[src/rtl/modulo_controle_contagem.sv]
// modulo_controle_contagem: 2-digit BCD countdown controller with start/pause/load buttons.
// Ports:
//   clk        - system clock, all state updates on rising edge
//   clr        - asynchronous active-low reset
//   btn_start  - raw start/pause button (active-high, asynchronous)
//   btn_load   - raw load button (active-high, asynchronous)
//   load_val   - BCD value loaded on a load press ([7:4] tens, [3:0] units)
//   tick       - one-cycle timebase enable, one count step per tick
//   count      - registered BCD count
//   t_vec      - toggle enables for a downstream T flip-flop bank (count ^ next count)
//   running    - high while counting
//   done       - one-cycle pulse when the count reaches 00
// Build option: define AUTO_RELOAD_EN to reload PRESET at the end of a count and keep running.
module modulo_controle_contagem #(
    parameter logic [7:0] PRESET = 8'h59
) (
    input  logic       clk,
    input  logic       clr,
    input  logic       btn_start,
    input  logic       btn_load,
    input  logic [7:0] load_val,
    input  logic       tick,
    output logic [7:0] count,
    output logic [7:0] t_vec,
    output logic       running,
    output logic       done
);
    typedef enum logic [1:0] {IDLE, RUN, PAUSE, DONE} state_t;

    function automatic logic [7:0] sat(input logic [7:0] v);
        return {(v[7:4] > 4'd9) ? 4'd9 : v[7:4], (v[3:0] > 4'd9) ? 4'd9 : v[3:0]};
    endfunction

    localparam logic [7:0] PRESET_SAT = sat(PRESET);

    state_t     state_q, state_d;
    logic [7:0] count_q, count_d;
    logic       done_q, done_d;
    logic [2:0] st_sync, ld_sync;
    logic [1:0] vld;
    logic       st_arm, ld_arm;
    logic       st_edge, ld_edge;
    logic [7:0] dec;

    // Synchronisers plus edge detectors. vld[1] marks that the second sync stage
    // holds a real sample; an edge is only armed once the button has been seen
    // low after that, so a button held through reset release is ignored.
    always_ff @(posedge clk or negedge clr) begin
        if (!clr) begin
            st_sync <= '0;
            ld_sync <= '0;
            vld     <= '0;
            st_arm  <= 1'b0;
            ld_arm  <= 1'b0;
        end else begin
            st_sync <= {st_sync[1:0], btn_start};
            ld_sync <= {ld_sync[1:0], btn_load};
            vld     <= {vld[0], 1'b1};
            st_arm  <= st_arm | (vld[1] & ~st_sync[1]);
            ld_arm  <= ld_arm | (vld[1] & ~ld_sync[1]);
        end
    end

    assign st_edge = st_sync[1] & ~st_sync[2] & st_arm;
    assign ld_edge = ld_sync[1] & ~ld_sync[2] & ld_arm;

    // BCD decrement, floored at 00
    assign dec = (count_q == 8'h00) ? 8'h00 :
                 (count_q[3:0] == 4'd0) ? {count_q[7:4] - 4'd1, 4'd9} :
                 {count_q[7:4], count_q[3:0] - 4'd1};

    always_ff @(posedge clk or negedge clr) begin
        if (!clr) begin
            state_q <= IDLE;
            count_q <= PRESET_SAT;
            done_q  <= 1'b0;
        end else begin
            state_q <= state_d;
            count_q <= count_d;
            done_q  <= done_d;
        end
    end

    // Load wins over start wherever both are honoured; in RUN load is ignored.
    always_comb begin
        state_d = state_q;
        count_d = count_q;
        done_d  = 1'b0;
        case (state_q)
            IDLE: begin
                if (ld_edge) count_d = sat(load_val);
                else if (st_edge && count_q != 8'h00) state_d = RUN;
            end
            RUN: begin
                if (st_edge) state_d = PAUSE;
                else if (tick) begin
                    count_d = dec;
                    if (count_q == 8'h01) begin
                        done_d = 1'b1;
`ifdef AUTO_RELOAD_EN
                        count_d = PRESET_SAT;
`else
                        state_d = DONE;
`endif
                    end
                end
            end
            PAUSE: begin
                if (ld_edge) begin
                    count_d = sat(load_val);
                    state_d = IDLE;
                end else if (st_edge) state_d = RUN;
            end
            DONE: begin
                if (ld_edge) begin
                    count_d = sat(load_val);
                    state_d = IDLE;
                end else if (st_edge) begin
                    count_d = PRESET_SAT;
                    state_d = IDLE;
                end
            end
        endcase
    end

    assign count   = count_q;
    assign running = (state_q == RUN);
    assign done    = done_q;
    // count_d is exactly the stepped value whenever a tick is honoured in RUN
    assign t_vec   = (running && tick && !st_edge) ? (count_q ^ count_d) : 8'h00;
endmodule

[config.mk]
export PLATFORM = sky130hd
export DESIGN_NAME = modulo_controle_contagem
export DESIGN_NICKNAME = d
export VERILOG_FILES = /design/src/rtl/modulo_controle_contagem.sv
export SDC_FILE = /design/constraint.sdc
export NUM_CORES = 1
export LEC_CHECK = 0
export BUFFER_PORTS_ARGS = -buffer_cell sky130_fd_sc_hd__buf_2
export CORE_UTILIZATION = 46
export CTS_CLUSTER_SIZE = 12
export DETAILED_ROUTE_END_ITERATION = 7
export GPL_TIMING_DRIVEN = 0
export PLACE_DENSITY = 0.8
export SYNTH_ARGS = -nofsm -noshare
export SYNTH_HDL_FRONTEND = slang
export SYNTH_SLANG_ARGS = --single-unit
[constraint.sdc]
create_clock -name clk -period 1.63 [get_ports clk]
set_input_delay 0.0815 -clock clk [delete_from_list [all_inputs] [get_ports clk]]
set_output_delay 0.0815 -clock clk [all_outputs]
set_load 0.01 [all_outputs]
* After elaboration in Yosys (flattened, before gate mapping)
Cells that the tools add are included.
** Word-level totals
- Word-level logic and storage cells :: 70
- Register bits :: 21
- Input bits :: 13
- Output and inout port bits :: 18
** Operators by class
- Bitwise gates (word level) :: 13
- Equal/unequal tests :: 10
- $lt $le $gt $ge :: 2
- $add $sub $neg :: 2
- Multiplexer cells :: 25
- Reductions and logical operators :: 10
** Operators by type and width (number)
- 8-bit two-way mux :: 8
- 8-bit case mux with 3 select lines :: 1
- 2-bit two-way mux :: 9
- 8-bit by 1-bit equality test with 1-bit output (second input constant) :: 1
- 4-bit greater-than comparator (second input constant) :: 2
- 8-bit zero test :: 1
- 4-bit two-way mux :: 2
- 2-bit case mux with 4 select lines :: 1
- 8-bit nonzero test :: 1
- 4-bit by 1-bit subtractor with 4-bit output (second input constant) :: 2
- 8-bit XOR :: 1
- 1-bit bitwise AND :: 6
- 3-bit inequality test (second input constant) :: 2
- 6-bit AND reduction :: 1
- 2-bit equality test (second input constant) :: 2
- 4-bit zero test :: 1
- 1-bit two-way mux :: 4
- 2-bit inequality test (second input constant) :: 2
- 1-bit inverter :: 4
- 1-bit logical AND :: 3
- 3-bit by 1-bit inequality test with 1-bit output (second input constant) :: 1
- 3-bit by 2-bit inequality test with 1-bit output (second input constant) :: 1
- 2-bit by 1-bit equality test with 1-bit output (second input constant) :: 1
- 2-bit zero test :: 1
- other kinds (3) :: 4

* Depth between registers and ports, before layout
Gate-level depths: netlist of the first run.
- Word-level depth :: 8
- Gate-level depth with buffers :: 6
- Depth with buffers taken out :: 6

* Least setup slack after synthesis of the first run
Ideal clock, no wire load.
- Path kind :: flip-flop to flip-flop
- Start :: register count_q[4] (netlist: count[4])
- End :: register count_q[0] (netlist: count[0])
- Setup slack :: -0.150 ns
- Stages on the path, launching flop included :: 7
- Data arrival time :: 1.699 ns
- Period minus slack after synthesis :: 1.780 ns
- Cell sequence :: dfstp_2 inv_1 ha_1 nor3b_2 and2_1 or3_1 a32oi_1
** Between the ends
- Longest elaborated chain between the ends :: 5
** RTL lines
- start, declared :: line 37 : logic [7:0] count_q, count_d;
- start signal, assigned :: line 79 : count_q <= count_d;
- 8-bit zero test :: line 68 : assign dec = (count_q == 8'h00) ? 8'h00 :
- 8-bit two-way mux :: line 68
- 8-bit two-way mux :: line 96 : else if (tick) begin
- 8-bit two-way mux :: line 95 : if (st_edge) state_d = PAUSE;
- 8-bit case mux with 3 select lines :: line 89 : case (state_q)
- named net count_d[0] :: line 37
The timed path passes the listed nets, and every way through them passes these cells.
A chain may end at the register's enable or synchronous reset.

* Worst setup path in the final report of the first run
- Start :: register count_q[1] (netlist: count[1])
- End :: output t_vec[7]
** Between the ends
- Longest elaborated chain between the ends :: 8
- Elaborated cells between the ends (all ways) :: 9
- Those cells by class :: mux (6); bitwise (1); reduce/logical (2)
** RTL lines
- 4-bit zero test :: line 69 : (count_q[3:0] == 4'd0) ? {count_q[7:4] - 4'd1, 4'd9} :
- 8-bit two-way mux :: line 69
- 8-bit two-way mux (*) :: line 68
- 8-bit two-way mux (*) :: line 96
- 8-bit two-way mux (*) :: line 95
- 8-bit case mux with 3 select lines (*) :: line 89
- 8-bit XOR (*) :: line 130 : assign t_vec = (running && tick && !st_edge) ? (count_q ^ count_d) : 8'h00;
- 8-bit two-way mux (*) :: line 130
- end, declared :: line 24 : output logic [7:0] t_vec,
Every way passes the cells marked *; elsewhere a longest branch is shown, timed or not.

==> results of run 1 <==
[final timing paths]
kind,startpoint,endpoint,cells after the start
max,count[1],t_vec[7],6
min,load_val[0],count[0],3
max reg2reg,count[1],count[7],7
min reg2reg,ld_sync[0],ld_sync[1],0
max in group asynchronous,clr,count[1],2
min in group asynchronous,clr,st_sync[1],2
[Yosys cell counts, types with 3 or more instances]
master / instances
nor3_1: 4
o21ai_0: 6
nand3_1: 5
nand2_1: 13
a311oi_1: 3
dfrtp_1: 17
dfstp_2: 4
nor3b_1: 4
ha_1: 4
inv_1: 8
mux2i_1: 4
nand4_1: 3
nor2_1: 9
xnor2_1: 3
a21oi_1: 6
[layer usage]
layer  track usage, %  vias up  wire length, um
li1                 -      583                -
met1             25.8      610             1300
met2             43.7       45             1700
met3             3.74       10              146
met4             9.65        0               76
met5                0        -                0
[cells by family after synthesis]
group / synth area share [%]
buffers and inverters: 3.85
adders and majority gates: 4.16
AOI/OAI and AO/OA: 17.0
DFF: 44.1
muxes: 3.33
other: 0.312
and+or+nand+nor: 25.1
xor gates and xnor gates: 2.19
[cell usage in the layout, fill, tap and decap left out, types with 3 or more instances in the layout]
master         Yosys  final
a21oi_1            6      6
dfstp_2            4      4
nand2_1           13     11
buf_2              1     31
inv_1              8      4
nor3b_2            1      3
inv_2              0      3
o21ai_0            6      6
buf_4              0     19
dlygate4sd3_1      0      3
dfrtp_1           17     15
nand3_1            5      5
mux2i_1            4      4
clkbuf_4           0      3
a311oi_1           3      3
nor3_1             4      3
nor2_1             9      6
nand4_1            3      3
[cell type report]
| class | count | area (um2) |
|---|---|---|
| multi-input cells | 96 | 727 |
| fillers | 187 | 743 |
| flip-flops and latches | 21 | 533 |
| clock buffers | 3 | 22.5 |
| repair buffers | 54 | 345 |
| well taps | 30 | 37.5 |
| inverters | 9 | 40.0 |
| clock inverters | 1 | 5.00 |
| plain buffers | 3 | 23.8 |
[power breakdown]
part | leakage, nW | internal [mW] | total [mW] | switching, mW
Sequential | 0.240 | 0.680 | 0.869 | 0.189
Clock | 0.0177 | 0.0915 | 0.252 | 0.161
Combinational | 0.544 | 0.803 | 1.55 | 0.744
Total | 0.801 | 1.57 | 2.67 | 1.09
[through the flow]
| step | TNS (ns) | hold WS (ns) | power [mW] |
|---|---|---|---|
| after global placement | -0.501 | 0.0631 | 1.85 |
| after global routing | -2.89 | 0.0479 | 2.85 |
| after CTS | -1.87 | 0.0323 | 2.42 |
| final | -1.84 | 0.0496 | 2.67 |
| after floorplan | -0.0647 | -0.214 | 1.58 |
| after detailed placement | -0.871 | 0.0636 | 1.91 |
[state kept, by name, summed over array words and instances, names as in the netlist]
signal and count:
count 8, ld_sync 3, st_sync 3, state_q 2, vld 2, done 1
ld_arm 1, st_arm 1
[timing repair]
item / 4_1_cts / 5_1_grt
gates cloned: 1 / 0
pin swaps: 9 / 7
setup endpoints to repair: 15 / 17
endpoints found under the hold margin: 19 / 0
hold buffers: 3 / 0
gates resized for setup: 9 / 17
buffers inserted: 14 / 7
[critical path: cells and delay by family (launching register included)]
kind | cells | cell delay [ns]
adder cells (fa/ha/maj) | 1 | 0.14
buffers and inverters | 2 | 0.22
AND/OR/NAND/NOR | 3 | 0.70
flip-flops | 1 | 0.44
==> metrics, run 1 <==
Worst setup SP type flop; final slew viol count 0; PnR worst setup slack -0.248 ns; Hold/Removal Path Class input pin to flop; clock skew 0.00259 ns; H-tree depth 1; largest net degree at the start of global routing 22; Static Leakage 0.801 nW; First-pass DRT Iterations 4; Via density 5.75; vias in the first global route 1125; total number of yosys warnings 0; antenna viol nets, final 0; synth unique cells 40; clk buf depth 2; FP Rows 18; fin crit share 115%; layout cells sized above 1 47.1%; worst vdd ir 1.12 mV; Initial Utilization 48.5%; post-synth top area cell dfrtp_1; syn avg cell area 9.39 um2; Peak Freq 0.533 GHz; Synth Flop Type dfrtp_1; Tmin final 1.88 ns; Mapped Area 1200 um2; post-synth top area share 35.4%; GRT Total Usage 23.4%; HPWL after detailed placement 2050 um; Worst EP required 1.55 ns; status finished with violations; CTS tree yes; failing checks setup timing; io pins 31; synth top area cells dfrtp_1 35%, dfstp_2 8.7%, ha_1 4.2%, nand2_1 4.1%, mux2i_1 3.3%; cell count after synthesis 128; worst reg2reg setup slack -0.16 ns; clk root buf clkbuf_4; routed wire length 3220 um; register bit total from synthesis 21; Core Footprint 2480 um2; Worst Path Max Fanout 5; Die Y 53.1 um; CTS Buf Count 3; Ant. Diodes 0; initial antenna violation count 0; final instance area 1730 um2; drt first-iter violations 31; final layout net count 205; final-report setup violation count 12; Arr. time, crit path 1.80 ns; worst stage delay on the critical path 0.44 ns; Final Hold Viols 0; critical path cell sequence inv_2 > ha_4 > nor3b_4 > nand4_1 > nor2_1 > buf_2; I/O Buffers 30; Setup CP Type flop to primary output; gr ovfl total 0; first-pass GRT wire length 4680 um; GP Congestion 0.831; Worst-Skew Late Latency 0.30 ns; dpl cell area 1410 um2; drt wl/cell 14.9 um; Critical Path Slowest Stage Cell dfrtp_2; drc violations 0; die area 2820 um2; final cell count without fillers 217; Final Util 70.0%; max_cap viols 0; Power Dens Cells 1540 nW/um2; die extent in x 53.1 um; number of synthesized flops with an enable pin 0; critical path capture point type primary output; net count after synthesis 145; Area Growth Syn to Fin 44.2%; asr flop ratio synth 100%; Worst-path clk slew 0.12 ns; Placement Setup Slack -0.226 ns; CTS Sinks 21; placed instance count 188; Vias 1248; RSZ-0062 raised after global routing true; sequential cell area fraction in the yosys report 44.1%
Power figures use the tool's default switching activity.
==> run 2: changes to the inputs <==
CTS_BUF_LIST = sky130_fd_sc_hd__clkbuf_16   (was default)
GPL_TIMING_DRIVEN = default   (was 0)
==> run 2 against run 1 <==
  * The flow still finishes with violations (setup timing)
  * Clock skew down 0.0017 ns
  * Final area is 4.4% higher
  * Sequential share of layout area down 1.4 points
  * Flip-flop and latch count unchanged
  * Setup slack improved by 0.065 ns
  * Via count is 1.4% lower
  * Clock power is 100% higher
==> metrics, run 2 (synthesis gave the netlist of run 1 again) <==
drc violations 0 (unchanged); cell family with most CP delay simple AND/OR/NAND/NOR gates; final-report setup violation count 12 (unchanged); Hold/Removal Path Class input pin to flop; critical path capture point type primary output; final instance area 1810 um2 (+4.4%); Ant. Diodes 0 (unchanged); CTS Sinks 21 (unchanged); Core Footprint 2480 um2 (unchanged); H-tree depth 1 (unchanged); Tmin final 1.81 ns (-0.0652 ns); die area 2820 um2 (unchanged); routed wire length 3310 um (+2.7%); area of the multi-input gates 748 um2 (+2.9%); WL met2 1800 um (+5.5%); layout cells sized above 1 47.6% (+0.53 points); commonest cells after routing, fill and taps aside 30 x buf_2, 22 x buf_4, 16 x dfrtp_1, 10 x nand2_1, 8 x nor2_1; die extent in x 53.1 um (unchanged); GP Congestion 0.826 (-0.53%); HPWL after detailed placement 2230 um (+8.7%); clock skew 0.000923 ns (-0.00166 ns); Final Hold Viols 0 (unchanged); placed instance count 200 (+6.4%); CP startpoint count[0]; First-pass DRT Iterations 4 (unchanged); Worst-path clk slew 0.05 ns (-0.07 ns); final slew viol count 0 (unchanged); Setup CP Type flop to primary output; met3 WL 122 um (-16%); initial antenna violation count 0 (unchanged); largest net degree at the start of global routing 22 (unchanged); critical path cell sequence inv_2 > ha_4 > nor3b_4 > or2_4 > nor3b_4 > buf_2; GRT Total Usage 26.8% (+3.5 points); Via density 5.67 (-1.4%); Area Growth Syn to Fin 50.6%; failing checks setup timing; Arr. time, crit path 1.73 ns (-0.07 ns); status finished with violations; clk root buf clkbuf_16; met1 WL 1300 um (-0.46%); Fill cells 171 (-8.6%); max_cap viols 0 (unchanged); Worst R2R Start count[1]; Buffers & Inverters on Critical Path 2 (unchanged); CP most frequent cell nor3b_4; drt first-iter violations 14 (-55%); io pins 31 (unchanged); worst vdd ir 1.17 mV (+3.8%); I/O Buffers 30 (unchanged); RSZ-0062 raised after global routing true; max reg flops 8 (unchanged); CTS Buf Count 3 (unchanged); CTS tree yes; Power Dens Cells 1630 nW/um2 (+5.9%); Min Hold Slack 0.103 ns (+0.0536 ns); fin crit share 111% (-4.0 points); Hold Startpoint load_val[0]; final cell count without fillers 217 (unchanged); Peak Freq 0.552 GHz (+3.6%); Worst setup SP type flop; first-pass GRT wire length 5330 um (+14%); Placement Setup Slack -0.0340 ns (+0.192 ns); Initial Utilization 48.5% (unchanged); Worst Path Max Fanout 7 (+2); Vias 1231 (-1.4%); PnR worst setup slack -0.183 ns (+0.0652 ns); FP Rows 18 (unchanged); vias in the first global route 1223 (+8.7%); Overall Power 2.95 mW (+11%); top sig layer met4; Critical Path Slowest Stage Cell dfstp_2; drt wl/cell 15.3 um (+2.7%); Die Y 53.1 um (unchanged); Worst-Skew Late Latency 0.25 ns (-0.05 ns); dpl cell area 1510 um2 (+7.1%); Worst EP required 1.55 ns (about the same); clk buf depth 2 (unchanged); worst stage delay on the critical path 0.54 ns (+0.10 ns); antenna viol nets, final 0 (unchanged); final layout net count 205 (unchanged); FF+latch area 532 um2 (-0.23%); commonest non-fill, non-tap cell in the layout buf_2; Static Leakage 0.848 nW (+5.8%); gr ovfl total 0 (unchanged)
run 2: changes by cell type in the layout (fill, tap and decap cells not counted), sizes merged:
cell,delta
clkinvlp,-1
clkinv,+1
nor3b,-1
buf,+2
clkbuf,-1
run 2: timing repair:
item | CTS | global route
hold endpoints to repair | 19 | 0
hold buffers | 3 | 0
resized for setup | 15 | 9
endpoints found under the setup margin | 14 | 16
setup buffers | 10 | 1
pin swaps | 9 | 6
run 2: final timing paths:
kind / end / depth (start not counted) / slack [ns]
max: t_vec[3] / 6 / -0.18
max in group asynchronous: count[4] / 2 / 0.99
min: count[0] / 3 / 0.10
min in group asynchronous: count[7] / 2 / 0.30
max reg2reg: count[7] / 7 / -0.07
min reg2reg: st_sync[1] / 0 / 0.35
run 2: where the power goes:
part	internal, mW	switching [mW]	total, mW
combinational	0.809	0.783	1.59
clock	0.329	0.182	0.511
sequential	0.680	0.168	0.848
run 2: area by class of cell:
cell class,instances,area share [%]
flip-flops and latches,21,29.4
well taps,30,2.07
clock buffers,3,4.15
repair buffers,58,20.9
clock inverters,1,0.276
inverters,9,1.87
multi-input cells,95,41.3
run 2: worst reg2reg max path: cells and delay by family, from the launching register on:
family	cells	cell delay, ns
compound gates	2	0.29
fa+ha+maj	1	0.13
buf+inv	2	0.27
flops	1	0.40
simple gates	2	0.54
run 2: stage by stage:
stage	TNS, ns	util, %
after CTS	-0.982	71.1
after detailed placement	-0.115	61.1
final	-1.13	73.1
after global placement	0	61.1
after floorplan	-0.0647	-
after global routing	-2.46	73.1
run 2: metal layers:
metal | up-vias | track usage [%]
met3 | 11 | 3.45
met1 | 600 | 29.4
met4 | 0 | 11.4
met2 | 33 | 50.8
met5 | - | 0
li1 | 587 | -
==> run 3: changes to the inputs <==
ABC_AREA = 1   (was default)
CORE_UTILIZATION = 48   (was 46)
PLACE_DENSITY = 0.81   (was 0.8)
==> run 3 against run 2 <==
  * The flow still finishes with violations (setup timing)
  * Die area is 13% higher
  * Via count grew 28%
  * Final area grew 15%
  * Clock power up 3.9%
  * Area after synthesis is 18% higher
  * Largest cell class unchanged
  * Largest power group unchanged
==> metrics, run 3 <==
clk root buf clkbuf_16; fin crit share 118% (+6.5 points); CTS Buf Count 3 (unchanged); Hold/Removal Path Class input pin to flop; Synth Flop Type dfrtp_1; vias in the first global route 1345 (+10%); Arr. time, crit path 1.84 ns (+0.11 ns); register bit total from synthesis 21 (unchanged); Hold Startpoint load_val[2]; status finished with violations; Worst EP required 1.55 ns (about the same); Worst-path clk slew 0.06 ns (about the same); Die Y 56.4 um (+6.2%); I/O Buffers 30 (unchanged); clock skew 0.00135 ns (+0.000427 ns); Final Hold Viols 0 (unchanged); FP Rows 19 (+1); antenna viol nets, final 0 (unchanged); Placement Setup Slack -0.0455 ns (-0.0115 ns); Core Footprint 2780 um2 (+12%); routed wire length 4250 um (+28%); placed instance count 278 (+39%); cell count after synthesis 200 (+56%); net count after synthesis 217 (+50%); gr ovfl total 0 (unchanged); Setup CP Type flop to primary output; clk buf depth 2 (unchanged); RSZ-0062 raised after global routing true; critical path capture point type primary output; Worst-Skew Late Latency 0.26 ns (about the same); Power Dens Cells 1830 nW/um2 (+13%); layout cells sized above 1 46.7% (-0.90 points); top-count cell post-synth nand2_1; First-pass DRT Iterations 4 (unchanged); synth unique cells 28 (-30%); Overall Power 3.80 mW (+29%); GRT Total Usage 24.6% (-2.2 points); drc violations 0 (unchanged); commonest non-fill, non-tap cell in the layout nand2_1; drt wl/cell 14.8 um (-3.3%); asr flop ratio synth 100% (unchanged); setup TNS -1.86 ns (-0.729 ns); synth top area cells dfrtp_1 30%, nand2_1 13%, nand3_1 7.7%, dfstp_2 7.4%, inv_1 6.3%; final instance area 2070 um2 (+15%); HPWL after detailed placement 2530 um (+13%); total number of yosys warnings 0 (unchanged); H-tree depth 1 (unchanged); die extent in x 56.4 um (+6.2%); Commonest cells post-synth 49 x nand2_1, 24 x inv_1, 24 x nor2_1; Final Util 74.5% (+1.5 points); Worst Path Max Fanout 3 (-4); sequential cell area fraction in the yosys report 37.3% (-6.8 points); final-report setup violation count 8 (-4); Vias 1579 (+28%); commonest cells after routing, fill and taps aside 38 x nand2_1, 30 x buf_2, 22 x buf_4, 17 x inv_1, 15 x dfrtp_1; largest net degree at the start of global routing 22 (unchanged); dpl cell area 1740 um2 (+15%); first-pass GRT wire length 5980 um (+12%); CTS tree yes; CP startpoint count[4]; Min Hold Slack 0.182 ns (+0.0783 ns); final layout net count 275 (+34%); Initial Utilization 51.1% (+2.6 points); Worst setup SP type flop; Peak Freq 0.521 GHz (-5.6%); GP Congestion 0.911 (+10%); CTS Sinks 21 (unchanged); Area Growth Syn to Fin 45.9%; die area 3180 um2 (+13%); failing checks setup timing; Static Leakage 1.04 nW (+23%); post-synth top area cell dfrtp_1; final cell count without fillers 288 (+33%); number of synthesized flops with an enable pin 0 (unchanged); max_cap viols 0 (unchanged); PnR worst setup slack -0.289 ns (-0.107 ns); Ant. Diodes 0 (unchanged); max reg flops 8 (unchanged); drt first-iter violations 86 (+72); io pins 31 (unchanged); post-synth top area share 29.9% (-5.5 points); Tmin final 1.92 ns (+0.107 ns); syn avg cell area 7.11 um2 (-24%); Via density 5.48 (-3.4%); initial antenna violation count 0 (unchanged); Worst R2R Start count[4]; final slew viol count 0 (unchanged); worst vdd ir 1.50 mV (+29%); Mapped Area 1420 um2 (+18%)
run 3: cell types whose count changed in the layout (fill, tap and decap cells not counted), sizes merged, moves of 4 or more:
| cell | change |
|---|---|
| nor2 | +23 |
| nand2 | +36 |
| inv | +20 |
| mux2i | -4 |
| nand3 | +18 |
| o21ai | +5 |
| nor3b | -6 |
| a21oi | +6 |
run 3: worst max-delay path: stages (launching register included):
cell and delay (ns):
dfstp_2 0.54, inv_2 0.06, ha_4 0.16, nand3_4 0.08
nor2_4 0.05, nor2_2 0.10, nand2_1 0.08, nand2_1 0.09
nand2_2 0.07, nand2_1 0.07, nand2_1 0.06, nor2_2 0.09
buf_2 0.12
run 3: repair_timing:
item,in CTS,in global routing
resized for setup,19,35
pin swaps,15,25
endpoints found under the hold margin,19,0
buffers inserted,2,2
hold buffers,3,0
setup endpoints to repair,8,9
run 3: path summary, 6_finish.rpt:
path	depth (start not counted)	endpoint	slack (ns)
min in group asynchronous	2	vld[0]	0.31
max in group asynchronous	2	st_sync[1]	0.96
hold reg to reg	0	vld[1]	0.35
setup reg to reg	10	state_q[0]	0.02
setup / recovery	12	t_vec[0]	-0.29
hold / removal	5	count[2]	0.18
run 3: kinds of logic after synthesis:
group / Yosys count / share of synthesized area, %
other: 1 / 0.264
buffers and inverters: 30 / 8.89
adders and majority gates: 4 / 3.52
AOI/OAI and AO/OA: 29 / 11.7
DFF: 21 / 37.3
and+or+nand+nor: 115 / 38.3
run 3: layer usage:
layer	wire length [um]	share of wire, %	GRT usage (%)	vias to the layer above
li1	-	-	-	759
met1	1740	41	34.1	721
met2	2040	48	38.8	80
met3	315	7.4	3.46	19
met4	159	3.7	9.76	0
met5	0	0	0	-
run 3: report_power, final:
part / leakage [nW] / total, mW / switching, mW / internal, mW
clock network: 0.0371 / 0.531 / 0.199 / 0.332
logic: 0.768 / 2.41 / 1.42 / 0.994
registers: 0.235 / 0.857 / 0.156 / 0.701
run 3: cell type report:
cell class / instances / area (um2)
timing repair buffer: 55 / 345
tap: 31 / 38.8
fill: 193 / 708
sequential: 21 / 533
inverter: 28 / 105
clock inverter: 1 / 7.51
multi-input combinational: 149 / 968
clock buffer: 3 / 75.1
